===== config.mk =====
export PLATFORM = sky130hd
export DESIGN_NAME = i2s_tdm_tx
export DESIGN_NICKNAME = d
export VERILOG_FILES = /design/src/rtl/i2s_tdm_tx.sv
export SDC_FILE = /design/constraint.sdc
export NUM_CORES = 1
export LEC_CHECK = 0
export ABC_AREA = 1
export BUFFER_PORTS_ARGS = -buffer_cell sky130_fd_sc_hd__buf_2
export CAP_MARGIN = 20
export CELL_PAD_IN_SITES_DETAIL_PLACEMENT = 1
export CELL_PAD_IN_SITES_GLOBAL_PLACEMENT = 2
export CORE_ASPECT_RATIO = 0.7
export CORE_MARGIN = 5
export CORE_UTILIZATION = 32
export DETAILED_ROUTE_END_ITERATION = 8
export GPL_TIMING_DRIVEN = 0
export PLACE_DENSITY = 0.88
export SETUP_SLACK_MARGIN = 0.05
export SYNTH_ARGS = -nofsm -noshare
export SYNTH_HDL_FRONTEND = slang
export SYNTH_SLANG_ARGS = --single-unit

===== constraint.sdc =====
create_clock -name clk_i -period 2 [get_ports clk_i]
set_clock_uncertainty 0.1 [all_clocks]
set_input_delay 0.1 -clock clk_i [delete_from_list [all_inputs] [get_ports clk_i]]
set_output_delay 0.1 -clock clk_i [all_outputs]
set_load 0.02 [all_outputs]

===== src/rtl/i2s_tdm_tx.sv =====
// TDM/I2S serial transmitter: NUM_CH slots of SLOT_W bits, externally clocked by sck/ws,
// with a one-frame staging buffer. Define UNDERRUN_CNT_EN to build the saturating underrun counter.
module i2s_tdm_tx #(
  parameter int AUDIO_DW      = 8,
  parameter int NUM_CH        = 2,
  parameter int SLOT_W        = 16,
  parameter int UNDERRUN_ZERO = 0
) (
  input  logic                         clk_i,
  input  logic                         rst_i,
  input  logic                         sck_i,
  input  logic                         ws_i,
  output logic                         sd_o,
  input  logic [AUDIO_DW*NUM_CH-1:0]   sample_i,
  input  logic                         sample_valid_i,
  output logic                         sample_ready_o,
  output logic                         frame_start_o,
  output logic                         underrun_o,
  output logic                         frame_short_o,
  output logic [7:0]                   underrun_cnt_o
);

  localparam int FW = AUDIO_DW * NUM_CH;
  localparam int SW = $clog2(NUM_CH + 1);
  localparam int BW = (SLOT_W > 1) ? $clog2(SLOT_W) : 1;
  localparam logic [SW-1:0] SLOT_END = SW'(NUM_CH);
  localparam logic [BW-1:0] BIT_LAST = BW'(SLOT_W - 1);

  // [0] and [1] are the synchroniser stages, [2] is the edge-detect history
  logic [2:0]    sck_sync_reg;
  logic [2:0]    ws_sync_reg;
  logic          sck_rise_reg;
  logic          sck_fall_reg;

  logic          ws_prev_reg, ws_prev_next;
  logic [SW-1:0] slot_reg, slot_next;
  logic [BW-1:0] bit_reg, bit_next;
  logic [FW-1:0] staging_reg, staging_next;
  logic          staging_full_reg, staging_full_next;
  logic [FW-1:0] active_reg, active_next;
  logic          sd_reg, sd_next;
  logic          frame_start_reg, frame_start_next;
  logic          underrun_reg, underrun_next;
  logic          frame_short_reg, frame_short_next;

  logic          frame_start_det;
  logic [FW-1:0] bit_hit;
  logic          tx_bit;

  // ws_sync_reg[2] is the ws value captured alongside the sck sample that raised sck_rise_reg
  assign frame_start_det = sck_rise_reg && ws_prev_reg && !ws_sync_reg[2];

  // One-hot bit selection: each active bit fires only at its own slot and MSB-first position
  genvar gi;
  generate
    for (gi = 0; gi < FW; gi++) begin : g_bit
      localparam int CH  = gi / AUDIO_DW;
      localparam int POS = AUDIO_DW - 1 - (gi % AUDIO_DW);
      assign bit_hit[gi] = active_reg[gi] && (slot_reg == SW'(CH)) && (bit_reg == BW'(POS));
    end
  endgenerate

  assign tx_bit = |bit_hit;

  always_comb begin
    ws_prev_next      = ws_prev_reg;
    slot_next         = slot_reg;
    bit_next          = bit_reg;
    staging_next      = staging_reg;
    staging_full_next = staging_full_reg;
    active_next       = active_reg;
    sd_next           = sd_reg;
    frame_start_next  = 1'b0;
    underrun_next     = 1'b0;
    frame_short_next  = 1'b0;

    if (sck_rise_reg) begin
      ws_prev_next = ws_sync_reg[2];
    end

    if (frame_start_det) begin
      slot_next        = '0;
      bit_next         = '0;
      frame_start_next = 1'b1;
      frame_short_next = (slot_reg != SLOT_END);
      if (staging_full_reg) begin
        active_next       = staging_reg;
        staging_full_next = 1'b0;
      end else if (sample_valid_i) begin
        // Late sample bypasses staging so it still makes this frame
        active_next = sample_i;
      end else begin
        underrun_next = 1'b1;
        if (UNDERRUN_ZERO != 0) begin
          active_next = '0;
        end
      end
    end else if (sample_valid_i && !staging_full_reg) begin
      staging_next      = sample_i;
      staging_full_next = 1'b1;
    end

    if (sck_fall_reg) begin
      sd_next = tx_bit;
      if (slot_reg != SLOT_END) begin
        if (bit_reg == BIT_LAST) begin
          bit_next  = '0;
          slot_next = slot_reg + SW'(1);
        end else begin
          bit_next = bit_reg + BW'(1);
        end
      end
    end
  end

  always_ff @(posedge clk_i) begin
    if (rst_i) begin
      sck_sync_reg     <= '0;
      ws_sync_reg      <= '0;
      sck_rise_reg     <= 1'b0;
      sck_fall_reg     <= 1'b0;
      ws_prev_reg      <= 1'b0;
      slot_reg         <= SLOT_END;
      bit_reg          <= '0;
      staging_reg      <= '0;
      staging_full_reg <= 1'b0;
      active_reg       <= '0;
      sd_reg           <= 1'b0;
      frame_start_reg  <= 1'b0;
      underrun_reg     <= 1'b0;
      frame_short_reg  <= 1'b0;
    end else begin
      sck_sync_reg     <= {sck_sync_reg[1:0], sck_i};
      ws_sync_reg      <= {ws_sync_reg[1:0], ws_i};
      sck_rise_reg     <= sck_sync_reg[1] && !sck_sync_reg[2];
      sck_fall_reg     <= !sck_sync_reg[1] && sck_sync_reg[2];
      ws_prev_reg      <= ws_prev_next;
      slot_reg         <= slot_next;
      bit_reg          <= bit_next;
      staging_reg      <= staging_next;
      staging_full_reg <= staging_full_next;
      active_reg       <= active_next;
      sd_reg           <= sd_next;
      frame_start_reg  <= frame_start_next;
      underrun_reg     <= underrun_next;
      frame_short_reg  <= frame_short_next;
    end
  end

  assign sd_o           = sd_reg;
  assign sample_ready_o = !staging_full_reg;
  assign frame_start_o  = frame_start_reg;
  assign underrun_o     = underrun_reg;
  assign frame_short_o  = frame_short_reg;

`ifdef UNDERRUN_CNT_EN
  logic [7:0] underrun_cnt_reg, underrun_cnt_next;

  always_comb begin
    underrun_cnt_next = underrun_cnt_reg;
    if (underrun_reg && (underrun_cnt_reg != 8'hFF)) begin
      underrun_cnt_next = underrun_cnt_reg + 8'd1;
    end
  end

  always_ff @(posedge clk_i) begin
    if (rst_i) begin
      underrun_cnt_reg <= 8'h00;
    end else begin
      underrun_cnt_reg <= underrun_cnt_next;
    end
  end

  assign underrun_cnt_o = underrun_cnt_reg;
`else
  assign underrun_cnt_o = 8'h00;
`endif

endmodule


==> results of run 1 <==
[power by group through the flow]
stage | Sequential [W] | Combinational (W) | Clock, W
floorplan | 0.00110 | 0.000119 | 0
global placement | 0.00110 | 0.000177 | 0
detailed placement | 0.00110 | 0.000181 | 0
CTS | 0.00108 | 0.000211 | 0.000674
global route | 0.00108 | 0.000238 | 0.000722
finish | 0.00108 | 0.000210 | 0.000651
[layer usage]
| layer | GRT usage | wire (um) |
|---|---|---|
| met1 | 0.2041 | 3271 |
| met2 | 0.2414 | 2762 |
| met3 | 0.03093 | 188 |
| met4 | 0.04322 | 79 |
| met5 | 0 | 0 |
[final cells by class]
type / count / area [um^2] / share of cell area
Sequential cell: 52 / 1041 / 0.3565
Multi-Input combinational cell: 221 / 1072 / 0.3672
Inverter: 31 / 121.4 / 0.04156
Timing Repair Buffer: 45 / 325.3 / 0.1114
Tap cell: 98 / 122.6 / 0.04199
Clock inverter: 3 / 25.02 / 0.008569
Buffer: 21 / 143.9 / 0.04927
Clock buffer: 5 / 68.82 / 0.02356
[cells in the final DEF (no fill, tap or decap), types with 2 or more instances in the layout]
cell / Yosys / layout
nand2_1: 97 / 97
dfxtp_1: 52 / 52
buf_2: 3 / 28
inv_1: 25 / 25
a21oi_1: 21 / 21
nor2_1: 20 / 20
dlygate4sd3_1: 0 / 20
nand3_1: 18 / 18
a31oi_1: 16 / 16
buf_4: 10 / 10
o21ai_1: 10 / 10
o21ai_0: 9 / 9
conb_1: 1 / 8
ha_1: 7 / 7
clkbuf_8: 0 / 5
inv_2: 4 / 4
clkbuf_1: 4 / 4
nor3_1: 4 / 4
buf_6: 3 / 3
inv_6: 1 / 3
nor2_4: 3 / 3
nor2_2: 2 / 2
[cell families (layout without fill, tap and decap cells)]
logic type | count (synthesis) | count (layout)
adders and majority gates | 7 | 7
and+or+nand+nor | 147 | 147
AOI/OAI and AO/OA | 59 | 59
other | 1 | 8
buffers and inverters | 52 | 105
DFF | 52 | 52
[tightest hold or removal path, cell delays in order (launching register included)]
cell     delay, ps
dfxtp_1        310
inv_1           40
nor2_1          30
[worst paths after layout]
| path | startpoint | endpoint | slack, ps | depth (start not counted) |
|---|---|---|---|---|
| setup / recovery | slot_reg[0] | bit_reg[3] | 370 | 7 |
| hold / removal | sck_sync_reg[0] | sck_sync_reg[1] | 310 | 2 |
| setup reg to reg | slot_reg[0] | bit_reg[3] | 370 | 7 |
| hold reg to reg | sck_sync_reg[0] | sck_sync_reg[1] | 310 | 2 |
[per-stage QoR]
stage,hold slack (ps),cells
3_3_place_gp,200.7,448
6_report,307.5,476
4_1_cts,312.0,476
2_1_floorplan,76.79,325
3_5_place_dp,214.7,448
5_1_grt,351.0,476
==> results.cfg, run 1 <==
[status]
status = finished clean

[power_and_ir_drop]
p_switching_w = 0.0005288
power.share.sequential = 0.556
power_density_mw_per_mm2 = 663.5
p_leak_nw = 1.335
power_w = 0.001938
p_sw_frac = 0.2729
peakVddDrop_v = 0.0002539
combPwrFrac = 0.108
intPower_w = 0.001409
clockPowerShare = 0.336

[critical_path]
cp_cell_sequence = inv_1, ha_1, nor2_1, o21ai_0, nor2_1, nand2_1, a21oi_1
slowest_delay_ps = 400
crit_arrival_ps = 1800
cp_slowest_cell = dfxtp_1
critical_path_required_ps = 2160
crit_top_cell = nor2_1
end_kind = flip-flop
cp_top_family = simple AND/OR/NAND/NOR gates
crit_path_start_kind = flip-flop
worstSetupPathType = reg2reg
worst-path-buf-inv = 1
cp_max_fo = 5

[floorplan]
die_area_mm2 = 0.009193
core_area_mm2 = 0.007222
fp.dieH_um = 81.74
num_rows = 26
die_x_um = 112.5
io_pins = 34
start_util = 0.3257

[synth]
ys.flop_type = dfxtp_1
synth-compound-area-share = 0.1372
syn_area_per_cell_um2 = 7.397
synth_common_cells = nand2_1 (97), dfxtp_1 (52), inv_1 (25)
synth_fa_ha_area_frac = 0.03723
synth_simple_gate_area_share = 0.2686
synth.area.mux_share = 0
syn_area_mm2 = 0.002352
synth_xor_area_frac = 0
synth_top_family_by_area = simple AND/OR/NAND/NOR gates
synth.yosys.seq_area_share = 0.4426
post-synth-top-count-cell = nand2_1
synth.top_cell.area_share = 0.4426
synth_top_area_cell = dfxtp_1
yosysWarnings = 0
synth_edf_count = 0
async_flop_share = 0
synth.distinct_cells = 28
ys_seq_elements = 52
synth.area.top_cells = dfxtp_1 (44%), nand2_1 (15%), a21oi_1 (4.5%)
synthCells = 318

[routing]
routed-via-count = 2154
via_per_inst = 4.525
dr.first_iter.drc_count = 86
drc_errors = 0
dr.pass1.iters = 4
wirelength_mm = 6.301
wl_per_cell_um = 13.24
postRouteAntennaNets = 0

[clock_network]
cts_tree = yes
clk_latency_ps = 320
cts-root-buf = clkbuf_8
cts_buffers = 5
cts_buffer_depth = 2
holdBufCountCts = 20
post-cts-setup-buffers = 0
postCtsResizedCells = 0
clock-sinks = 52
clk_pin_slew_worst_paths_ps = 100
htree_levels = 2

[cells_and_area]
drive_above_1_share = 0.1640
final_area_mm2 = 0.002920
diodes = 0
fillCellCount = 938
syn2layout_area_growth_pct = 24.15
fin_util = 0.4044
nets = 405

[global_route]
grtUsageTotal = 0.1496
grt_pass1_vias = 2139
grt_first_pass_wirelength_mm = 10.85
grt_start_max_net_pins = 19
antenna_found_initial = 0
grt-ovfl-total = 0

[timing]
worst_slack_ps = 365.7
final_hold_viol_count = 0
finalCritPeriodShare = 0.8172
clock.fmax_mhz = 611.9
grt_setup_unrepaired = false
final.min_clock_period_ps = 1634
tightest_slew_ps = 515.1
maxSlewViolCount = 0
setup_tns_ps = 0
max_slew_margin = 0.6566
finalSetupViolations = 0

[place]
dpl.hpwl_mm = 4.686
place_ws_ps = 371.7
place_area_mm2 = 0.002626
gp_congestion = 0.8386
numPortBuffers = 25

[run]
maxCapViolations = 0

[hold_path]
hp-class = reg2reg
Note: power is estimated with default switching activity, not from simulation.
==> run 2: changes to the inputs <==
--- a/config.mk
+++ b/config.mk
@@ -12,10 +12,10 @@
 export CELL_PAD_IN_SITES_GLOBAL_PLACEMENT = 2
 export CORE_ASPECT_RATIO = 0.7
 export CORE_MARGIN = 5
-export CORE_UTILIZATION = 32
+export CORE_UTILIZATION = 29
 export DETAILED_ROUTE_END_ITERATION = 8
 export GPL_TIMING_DRIVEN = 0
-export PLACE_DENSITY = 0.88
+export PLACE_DENSITY = 0.85
 export SETUP_SLACK_MARGIN = 0.05
 export SYNTH_ARGS = -nofsm -noshare
 export SYNTH_HDL_FRONTEND = slang
==> constraint.sdc (replaced) <==
create_clock -name clk_i -period 1.5 [get_ports clk_i]
set_clock_uncertainty 0.1 [all_clocks]
set_input_delay 0.075 -clock clk_i [delete_from_list [all_inputs] [get_ports clk_i]]
set_output_delay 0.075 -clock clk_i [all_outputs]
set_load 0.02 [all_outputs]
==> results.cfg, run 2 (synthesis gave the netlist of run 1 again) <==
[power_and_ir_drop]
p_switching_w = 0.0007518
power_w = 0.002928
p_sw_frac = 0.2568
peakVddDrop_v = 0.0004362
combPwrFrac = 0.104
power_density_mw_per_mm2 = 927.9
p_leak_nw = 1.392
power.share.sequential = 0.488
intPower_w = 0.002176
clockPowerShare = 0.408

[global_route]
grt_pass1_vias = 2230
antenna_found_initial = 0
grtUsageTotal = 0.1377
grt_first_pass_wirelength_mm = 11.11
grt_start_max_net_pins = 19
grt-ovfl-total = 0

[cells_and_area]
drive_above_1_share = 0.2442
nets = 412
final_common_cell = nand2_1
layout.cells.non_filler = 486
syn2layout_area_growth_pct = 34.15
layout_common_cells = nand2_1 (94), dfxtp_1 (47), buf_2 (26), inv_1 (22), a21oi_1 (21)
diodes = 0

[routing]
dr.first_iter.drc_count = 80
routed-via-count = 2188
dr.pass1.iters = 4
via_per_inst = 4.502
wirelength_mm = 6.858
wl_per_cell_um = 14.11
drc_errors = 0
postRouteAntennaNets = 0

[timing]
maxSlewViolCount = 0
finalCritPeriodShare = 0.9336
grt_setup_unrepaired = true
tightest_slew_ps = 522.8
clock.fmax_mhz = 714.1
setup_tns_ps = 0
final.min_clock_period_ps = 1400
max_slew_margin = 0.6515
finalSetupViolations = 0
final_hold_viol_count = 0

[clock_network]
clock-sinks = 52
clk_pin_slew_worst_paths_ps = 70
htree_levels = 2
clk_latency_ps = 290
cts_buffers = 5
cts_tree = yes
cts_buffer_depth = 2
cts-root-buf = clkbuf_16

[place]
dp.cells = 451
numPortBuffers = 25
gp_congestion = 0.8142
dpl.hpwl_mm = 4.930

[hold_path]
hp-class = in2reg
min-delay-start = rst_i

[floorplan]
fp.dieH_um = 85.35
core_area_mm2 = 0.007871
start_util = 0.2988
num_rows = 27
die_x_um = 117.6
io_pins = 34
die_area_mm2 = 0.01004

[critical_path]
timing.critical_path.from = bit_reg[0]
worstSetupPathType = reg2reg
cp_cell_sequence = inv_1, ha_2, nand3b_1, nand2_1, nor2_2, nand2_1, nor2_1, a21oi_1
critical_path_required_ps = 1590
crit_arrival_ps = 1490
crit_path_start_kind = flip-flop
crit-reg2reg-launch = bit_reg[0]
cp_max_fo = 4
crit_top_cell = nand2_1
slowest_delay_ps = 380
cp_slowest_cell = dfxtp_4
end_kind = flip-flop

[run]
maxCapViolations = 0

[status]
status = finished clean
## run 2: changes by cell type in the layout (fill, tap and decap cells not counted), sizes merged
cell | previous run | this run
buf | 41 | 47
clkinvlp | 1 | 2
clkbuf | 10 | 11
inv | 32 | 31
## run 2: power by group through the flow
stage	logic, W	registers, W	clock network [W]
2_1_floorplan	0.000159	0.00146	0
3_3_place_gp	0.000237	0.00147	0
3_5_place_dp	0.000245	0.00147	0
4_1_cts	0.000288	0.00143	0.00123
5_1_grt	0.000337	0.00143	0.00130
6_report	0.000305	0.00143	0.00120
## run 2: critical path: cells and delay by family (launching register included)
family	cells	cell delay [ps]
flip-flops	1	380
AND/OR/NAND/NOR	5	430
buffers and inverters	1	90
AO/OA/AOI/OAI	1	70
adder cells (fa/ha/maj)	1	230
## run 2: final cells by class
type                    instances  area (um^2)
inverters                      31        131.4
well taps                     101        126.4
plain buffers                  21        161.4
clock buffers                   5        125.1
fillers                       994         4716
clock inverters                 3        26.28
repair buffers                 52        377.9
multi-input cells             221         1150
flip-flops and latches         52         1057
## run 2: path summary, 6_finish.rpt
path | endpoint | slack (ps) | cells past startpoint
max | sd_o | 100 | 8
min | bit_reg[1] | 130 | 3
max reg2reg | sd_o | 100 | 8
min reg2reg | sck_sync_reg[1] | 310 | 2
## run 2: routing by layer
| metal | up-vias | track usage | wire (um) |
|---|---|---|---|
| li1 | 1143 | - | - |
| met1 | 1016 | 0.1869 | 3540 |
| met2 | 25 | 0.2223 | 3067 |
| met3 | 4 | 0.03331 | 203 |
| met4 | 0 | 0.03125 | 47 |
| met5 | - | 0 | 0 |
## run 2: repair_timing
item | 4_1_cts | 5_1_grt
setup buffers | 0 | 7
endpoints found under the hold margin | 36 | 0
pin swaps | 0 | 12
resized for setup | 17 | 27
hold buffers | 20 | 0
setup endpoints to repair | 9 | 26
cloned | 0 | 0
## run 2: metrics by stage
step / area, um^2 / hold slack, ps / util / setup WS (ps)
after floorplan: 2379 / 51.79 / - / 107.9
after global placement: 2630 / 176.1 / 0.3341 / -120.4
after detailed placement: 2630 / 201.7 / 0.3341 / -150.2
after CTS: 3045 / 146.8 / 0.3869 / 50.63
after global routing: 3156 / 174.4 / 0.4009 / -35.90
final: 3156 / 126.8 / 0.4009 / 99.58
==> run 3: changes to the inputs <==
--- a/config.mk
+++ b/config.mk
@@ -16,6 +16,7 @@
 export DETAILED_ROUTE_END_ITERATION = 8
 export GPL_TIMING_DRIVEN = 0
 export PLACE_DENSITY = 0.85
+export RECOVER_POWER = 100
 export SETUP_SLACK_MARGIN = 0.05
 export SYNTH_ARGS = -nofsm -noshare
 export SYNTH_HDL_FRONTEND = slang
==> results.cfg, run 3 (synthesis gave the netlist of run 1 again) <==
[power_and_ir_drop]
power_w = 0.002927
power.share.sequential = 0.488
p_sw_frac = 0.2578
p_switching_w = 0.0007544
clockPowerShare = 0.409
intPower_w = 0.002172
power_density_mw_per_mm2 = 935.3
combPwrFrac = 0.103
p_leak_nw = 1.365
peakVddDrop_v = 0.0004405

[hold_path]
hp-class = in2reg

[timing]
grt_setup_unrepaired = true
maxSlewViolCount = 0
tightest_slew_ps = 519.2
setup_tns_ps = 0
whs_ps = 161.5
final_hold_viol_count = 0
finalCritPeriodShare = 0.9332
finalSetupViolations = 0
clock.fmax_mhz = 714.4
final.min_clock_period_ps = 1400
max_slew_margin = 0.6539

[clock_network]
cts-root-buf = clkbuf_16
clk_latency_ps = 290
cts_tree = yes
htree_levels = 2
cts_buffers = 5
clk_pin_slew_worst_paths_ps = 70
cts_buffer_depth = 2
clock-sinks = 52

[routing]
routed-via-count = 2178
postRouteAntennaNets = 0
wl_per_cell_um = 14.12
dr.first_iter.drc_count = 73
drc_errors = 0
dr.pass1.iters = 4
wirelength_mm = 6.864
via_per_inst = 4.481

[cells_and_area]
syn2layout_area_growth_pct = 33.03
drive_above_1_share = 0.2182
nets = 412
diodes = 0
layout_common_cells = nand2_1 (94), dfxtp_1 (48), inv_1 (23), a21oi_1 (21)
fillCellCount = 993
final_common_cell = nand2_1
fin_util = 0.3976

[floorplan]
start_util = 0.2988
core_area_mm2 = 0.007871
die_area_mm2 = 0.01004
num_rows = 27
fp.dieH_um = 85.35
die_x_um = 117.6
io_pins = 34

[global_route]
grt_start_max_net_pins = 19
grt_first_pass_wirelength_mm = 11.11
grt-ovfl-total = 0
grt_pass1_vias = 2230
antenna_found_initial = 0
grtUsageTotal = 0.1377

[status]
status = finished clean

[run]
maxCapViolations = 0

[critical_path]
crit_path_start_kind = flip-flop
cp_max_fo = 4
worstSetupPathType = reg2reg
critical_path_required_ps = 1590
end_kind = flip-flop
crit_arrival_ps = 1490

[place]
dpl.hpwl_mm = 4.930
numPortBuffers = 25
gp_congestion = 0.8142
==> run 3: final cells by class <==
class	instances	area (um^2)	share of cell area
clock inverter	3	26.28	0.008397
buffer	21	151.4	0.04838
tap	101	126.4	0.04038
clock buffer	5	125.1	0.03998
multi-input combinational	221	1145	0.3659
timing repair buffer	52	367.9	0.1176
inverter	31	131.4	0.04198
sequential	52	1056	0.3375
==> run 3: repair_timing <==
action,in CTS,in global routing
cloned,0,0
hold endpoints to repair,36,0
resized for setup,17,27
setup buffers,0,7
setup endpoints to repair,9,26
pin swaps,0,12
hold buffers,20,0
==> run 3: final timing paths <==
check,from,end,cells past startpoint,slack [ps]
setup reg to reg,bit_reg[0],sd_o,8,100
hold reg to reg,sck_sync_reg[0],sck_sync_reg[1],2,310
hold / removal,rst_i,bit_reg[1],3,160
setup / recovery,bit_reg[0],sd_o,8,100
==> run 3: stage by stage <==
step | instances | instance area, um^2 | worst slack [ps]
2_1_floorplan | 325 | 2379 | 107.9
3_3_place_gp | 451 | 2630 | -120.4
3_5_place_dp | 451 | 2630 | -150.2
4_1_cts | 479 | 3045 | 50.63
5_1_grt | 486 | 3129 | -39.84
6_report | 486 | 3129 | 100.2
==> run 3: critical path, stage by stage (launching register included) <==
cell	delay (ps)
dfxtp_4	380
inv_1	90
ha_2	230
nand3b_1	90
nand2_1	70
nor2_2	110
nand2_1	60
nor2_1	100
a21oi_1	70
==> run 3: routing by layer <==
layer  up-vias  share of wire  global-route usage
met4         0         0.0068             0.03125
met2        26           0.45              0.2223
li1       1145              -                   -
met3         4          0.035             0.03331
met1      1003           0.51              0.1869
met5         -              0                   0
==> run 3: power by group through the flow <==
stage | logic, W | registers [W] | clock network [W]
floorplan | 0.000159 | 0.00146 | 0
global route | 0.000333 | 0.00143 | 0.00130
finish | 0.000301 | 0.00143 | 0.00120
global placement | 0.000237 | 0.00147 | 0
detailed placement | 0.000245 | 0.00147 | 0
CTS | 0.000288 | 0.00143 | 0.00123
